`src/rtl/pipelining.sv`:
```
// Three-stage streaming datapath: F = ((A + B) + (C - D)) * D, modulo 2^WIDTH.
// One operand set is accepted per clock. Its result reaches F three edges
// after it is sampled. D travels through the pipeline with its own operand set.
module pipelining #(
  parameter int unsigned WIDTH = 10
) (
  input  logic             clk,
  input  logic             rst,
  input  logic [WIDTH-1:0] A,
  input  logic [WIDTH-1:0] B,
  input  logic [WIDTH-1:0] C,
  input  logic [WIDTH-1:0] D,
  output logic [WIDTH-1:0] F
);

  logic [WIDTH-1:0] x1;
  logic [WIDTH-1:0] x2;
  logic [WIDTH-1:0] d1;
  logic [WIDTH-1:0] x3;
  logic [WIDTH-1:0] d2;

  // Stage 1: partial sum and wrapping difference; capture D for the multiply
  always_ff @(posedge clk) begin
    if (rst) begin
      x1 <= '0;
      x2 <= '0;
      d1 <= '0;
    end else begin
      x1 <= WIDTH'(A + B);
      x2 <= WIDTH'(C - D);
      d1 <= D;
    end
  end

  // Stage 2: combine the partial results; D moves one stage further
  always_ff @(posedge clk) begin
    if (rst) begin
      x3 <= '0;
      d2 <= '0;
    end else begin
      x3 <= WIDTH'(x1 + x2);
      d2 <= d1;
    end
  end

  // Stage 3: multiply by the D of the same operand set and keep the low WIDTH bits
  always_ff @(posedge clk) begin
    if (rst) begin
      F <= '0;
    end else begin
      F <= WIDTH'(x3 * d2);
    end
  end

endmodule

```
`config.mk`:
```
export PLATFORM = sky130hd
export DESIGN_NAME = pipelining
export DESIGN_NICKNAME = d
export VERILOG_FILES = /design/src/rtl/pipelining.sv
export SDC_FILE = /design/constraint.sdc
export NUM_CORES = 1
export LEC_CHECK = 0
export CAP_MARGIN = 5
export CORE_ASPECT_RATIO = 0.5
export CORE_MARGIN = 2
export CORE_UTILIZATION = 40
export CTS_BUF_LIST = sky130_fd_sc_hd__clkbuf_8
export CTS_CLUSTER_SIZE = 30
export DETAILED_ROUTE_END_ITERATION = 7
export PLACE_DENSITY = 0.58
export SLEW_MARGIN = 20
export SYNTH_ARGS = -nofsm -noshare
export SYNTH_HDL_FRONTEND = slang
export SYNTH_SLANG_ARGS = --single-unit
```
`constraint.sdc`:
```
create_clock -name clk -period 5 [get_ports clk]
set_input_delay 1 -clock clk [delete_from_list [all_inputs] [get_ports clk]]
set_output_delay 1 -clock clk [all_outputs]
set_load 0.05 [all_outputs]
```
Word level (Yosys, flattened, before mapping)
Index checks and enable logic that the tools add are counted.
{"block": "totals", "regBits": 60, "wordCells": 10, "inputBits": 42, "output_inout_bits": 10}
{"block": "op_classes", "multipliers": 1, "addsub": 3}
{"cell": "10-bit adder", "count": 2}
{"cell": "10-bit by 10-bit multiplier with 10-bit output", "count": 1}
{"cell": "10-bit subtractor", "count": 1}

Logic depth before layout (Yosys ltp)
{"block": "depth", "depth_word": 1, "depth_mapped": 17, "ltp_nobuf": 16}

Worst setup path before layout
No wires, ideal clock.
{"block": "synth_path", "kind": "register to register", "startpoint": "reg d2[3]", "endpoint": "reg F[9]", "required_ps": 4935, "path_buffers": 0, "period_less_slack_ps": 4220, "setup_ps": 65, "path_slack_ps": 780, "stages_incl_launch_ff": 17, "arrival_ps": 4155, "cell_sequence": "dfxtp_1 > nand2_1 > fa_1 > inv_1 > fa_1 > inv_1 > fa_1 > inv_1 > fa_1 > inv_1 > fa_1 > xor2_1 > xnor2_1 > xnor2_1 > xnor2_1 > xnor3_1 > nor2_1"}
{"block": "synth_via", "elab_chain_len": 1}
{"element": "start, declared", "line": "20", "source": "logic [WIDTH-1:0] d2;"}
{"element": "start signal, assigned", "line": "39", "source": "d2 <= '0;"}
{"element": "start signal, assigned", "line": "42", "source": "d2 <= d1;"}
{"element": "10-bit by 10-bit multiplier with 10-bit output", "line": "51", "source": "F <= WIDTH'(x3 * d2);"}
{"element": "end signal, assigned", "line": "51"}
{"element": "end, declared", "line": "13", "source": "output logic [WIDTH-1:0] F"}
Every way passes these cells.
A chain may end at the register's enable or synchronous reset.

Worst setup path in the final report
Ends and elaborated chain as after synthesis.

==> summary.txt <==
Outcome
  • Status: completed

Synth
  • Gate count of the mapped netlist: 452
  • Yosys reg bits: 60
  • Synth top area share: 29.4%
  • Mux cell area share after synthesis: 0.276%
  • Post-Synth XOR/XNOR Area: 7.57%
  • Post-Syn Area per Cell: 9.03 sq um
  • Yosys top cell by area: dfxtp_1
  • Syn_nets: 570
  • Post-synth top cells: 60 x dfxtp_1, 55 x inv_1, 51 x ha_1, 45 x nand2_1, 33 x nor2_1
  • Distinct cells, synth: 42
  • Area contributors post-synth: dfxtp_1 29%, ha_1 16%, fa_1 12%
  • Largest family of logic cells by synthesized area: adder cells
  • Number of synthesized flops with an enable pin: 0
  • Syn Std Cell Area: 0.00408 sq mm
  • Most used flip-flop cell after synthesis: dfxtp_1
  • Post-synth ARST share: 0%
  • Synth Area in Compound Gates: 10.2%
  • Register area share after synthesis: 29.4%
  • Post-synthesis adder-cell area fraction: 27.9%
  • Synth Area in Simple Gates: 18.5%
  • Warnings, synthesis: 0
  • Most numerous cell in the Yosys netlist: dfxtp_1

Routing
  • Final wirelength: 7860 microns
  • First-pass detailed-route iteration total: 4
  • Initial DRC count: 142
  • DR vias: 2904
  • Final ANT Viol Nets: 0
  • Routed WL per cell: 12.2 microns
  • Remaining DRCs: 0
  • Vias per cell: 4.50

Setup path
  • Worst path slowest cell: fa_1
  • Worst path cell trace: nand2_1 > fa_1 > inv_1 > fa_1 > inv_1 > fa_1 > inv_1 > fa_1 > inv_1 > fa_1 > xor2_1 > xnor2_1 > xnor2_1 > xnor2_1 > xnor3_1 > nor2_1
  • WP data required: 5280 ps
  • Slowest cell delay on critical path: 550 ps
  • CP max FO: 7
  • CP dominant cell by count: fa_1
  • CP startpoint kind: register
  • Worst Path Arrival: 4680 ps
  • Setup Crit Path Kind: register to register
  • Critical Path Sink Type: register

Power
  • P_sw: 414 uW
  • Leak: 2.28 nW
  • VDD IR-drop max: 98.4 uV
  • Switching share of power: 29.6%
  • Pint: 985 uW
  • Gate power share: 24.7%
  • Clock power share: 35.0%
  • Seq pwr share: 40.3%
  • PD cells: 283 mW/mm^2

Clock tree
  • Clk Latency, worst-skew pair: 340 ps
  • Clock transition at the registers of the reported paths: 70 ps
  • Setup bufs post-CTS: 0
  • H-tree Lvls: 3
  • Clk sinks: 60
  • TritonCTS clock tree: yes
  • Root buffer cell: clkbuf_8
  • Post-CTS sizing: 0
  • Clock buffer depth: 2
  • CTS Hold Bufs: 0
  • Num CTS Buffers: 9

Finish
  • Final std cells w/o fill: 645
  • Final nets: 623
  • Ant. Diodes: 0
  • Syn-to-layout area delta: 21.1%
  • Fraction of layout cells with a size suffix above 1: 5.88%

Global route
  • First-pass GRT wire length: 13500 microns
  • Largest net degree at the start of global routing: 62
  • Grt ovf: 0
  • Vias in the first global route: 2807
  • Initial antenna violation count: 0
  • Total GRT Usage: 15.9%

Die
  • Core area: 0.00967 sq mm
  • DIE HEIGHT: 75.4 microns
  • Initial Util: 42.2%
  • Die Wd: 147 microns
  • IO Pins: 52
  • Die area: 0.0111 sq mm
  • Standard-cell row count: 25

Placed design
  • Worst slack, placed: 627 ps
  • RePlAce Congestion: 0.833
  • DP HPWL: 6310 microns
  • I/O Buffers: 51
  • Dpl cells: 629

STA
  • Hold Violations, Final: 0
  • Final Cycle Share: 88.0%
  • Setup total negative slack: 0 ps
  • Minimum clock period after layout: 4400 ps
  • Setup Skew: 11.0 ps
  • Setup Viol. Count Final: 0
  • Least-Margin Pin Slew: 641 ps
  • Pins Over Slew Limit: 0
  • Final setup margin: 599 ps
  • Normalized max-slew margin: 57.3%
  • RSZ-0062 raised after global routing: no
  • Peak Freq: 227 MHz

Worst hold path
  • Hold Path Class: register to register

Run
  • Max cap viols: 0
## kinds of logic after synthesis
group	count (synthesis)
compound gates	64
xor+xnor	32
fa+ha+maj	76
buf+inv	65
flops	60
mux	1
simple gates	154
## layout make-up
class	count	area [sq um]
clock buffers	10	138
clock inverters	6	86.3
flip-flops and latches	60	1200
multi-input cells	327	2630
inverters	55	206
fillers	920	4720
well taps	135	169
repair buffers	52	513
## final timing paths
path | from | to | slack [ps] | depth (start not counted)
worst max-delay path | d2[3] | F[9] | 600 | 16
worst min register to register | d1[8] | d2[8] | 430 | 1
worst min-delay path | d1[8] | d2[8] | 430 | 1
worst max register to register | d2[3] | F[9] | 600 | 16
## worst max-delay path: cells and delay by family (launching register included)
| family | cells | cell delay, ps |
|---|---|---|
| fa+ha+maj | 5 | 2460 |
| xor+xnor | 5 | 1030 |
| simple gates | 2 | 200 |
| buf+inv | 4 | 200 |
| flops | 1 | 450 |
## metal layers
layer	global-route usage [%]	up-vias	routed length, microns
li1	-	1568	-
met5	0	-	0
met3	4.55	9	291
met2	24.4	51	3190
met1	22.3	1276	4290
met4	4.21	0	82
## registers in the layout, indices dropped and copies added, names as in the netlist
| name | cells |
|---|---|
| F | 10 |
| d1 | 10 |
| x2 | 10 |
| d2 | 10 |
| x1 | 10 |
| x3 | 10 |
## metrics by stage
| stage | instance area (sq um) | total power [mW] | hold slack [ps] | utilization [%] |
|---|---|---|---|---|
| 2_1_floorplan | 4080 | 0.815 | 414 | - |
| 3_3_place_gp | 4720 | 0.921 | 420 | 48.8 |
| 3_5_place_dp | 4720 | 0.922 | 423 | 48.8 |
| 4_1_cts | 4940 | 1.42 | 429 | 51.1 |
| 5_1_grt | 4940 | 1.50 | 442 | 51.1 |
| 6_report | 4940 | 1.40 | 429 | 51.1 |
## power groups by stage
stage	Clock [mW]	Sequential, mW	Combinational [mW]
2_1_floorplan	0	0.585	0.231
3_3_place_gp	0	0.573	0.348
3_5_place_dp	0	0.574	0.348
4_1_cts	0.509	0.564	0.351
5_1_grt	0.531	0.569	0.396
6_report	0.489	0.564	0.345
## cells in the final DEF, fill, tap and decap left out, drive strengths merged, types with 2 or more instances in the layout
| master | instances |
|---|---|
| buf | 2 |
| clkdlybuf4s50 | 50 |
| and2 | 19 |
| ha | 51 |
| clkbuf | 10 |
| nor2b | 25 |
| a21boi | 3 |
| nor3 | 18 |
| a21o | 7 |
| nand2b | 4 |
| o21ai | 13 |
| a21oi | 17 |
| clkinv | 2 |
| xor2 | 10 |
| bufinv | 2 |
| nand2 | 46 |
| a31oi | 2 |
| dfxtp | 60 |
| xnor2 | 21 |
| o211ai | 2 |
| inv | 56 |
| nor2 | 33 |
| nand3 | 2 |
| o21a | 13 |
| fa | 25 |
| or3 | 2 |
(Power assumes the default switching activity.)
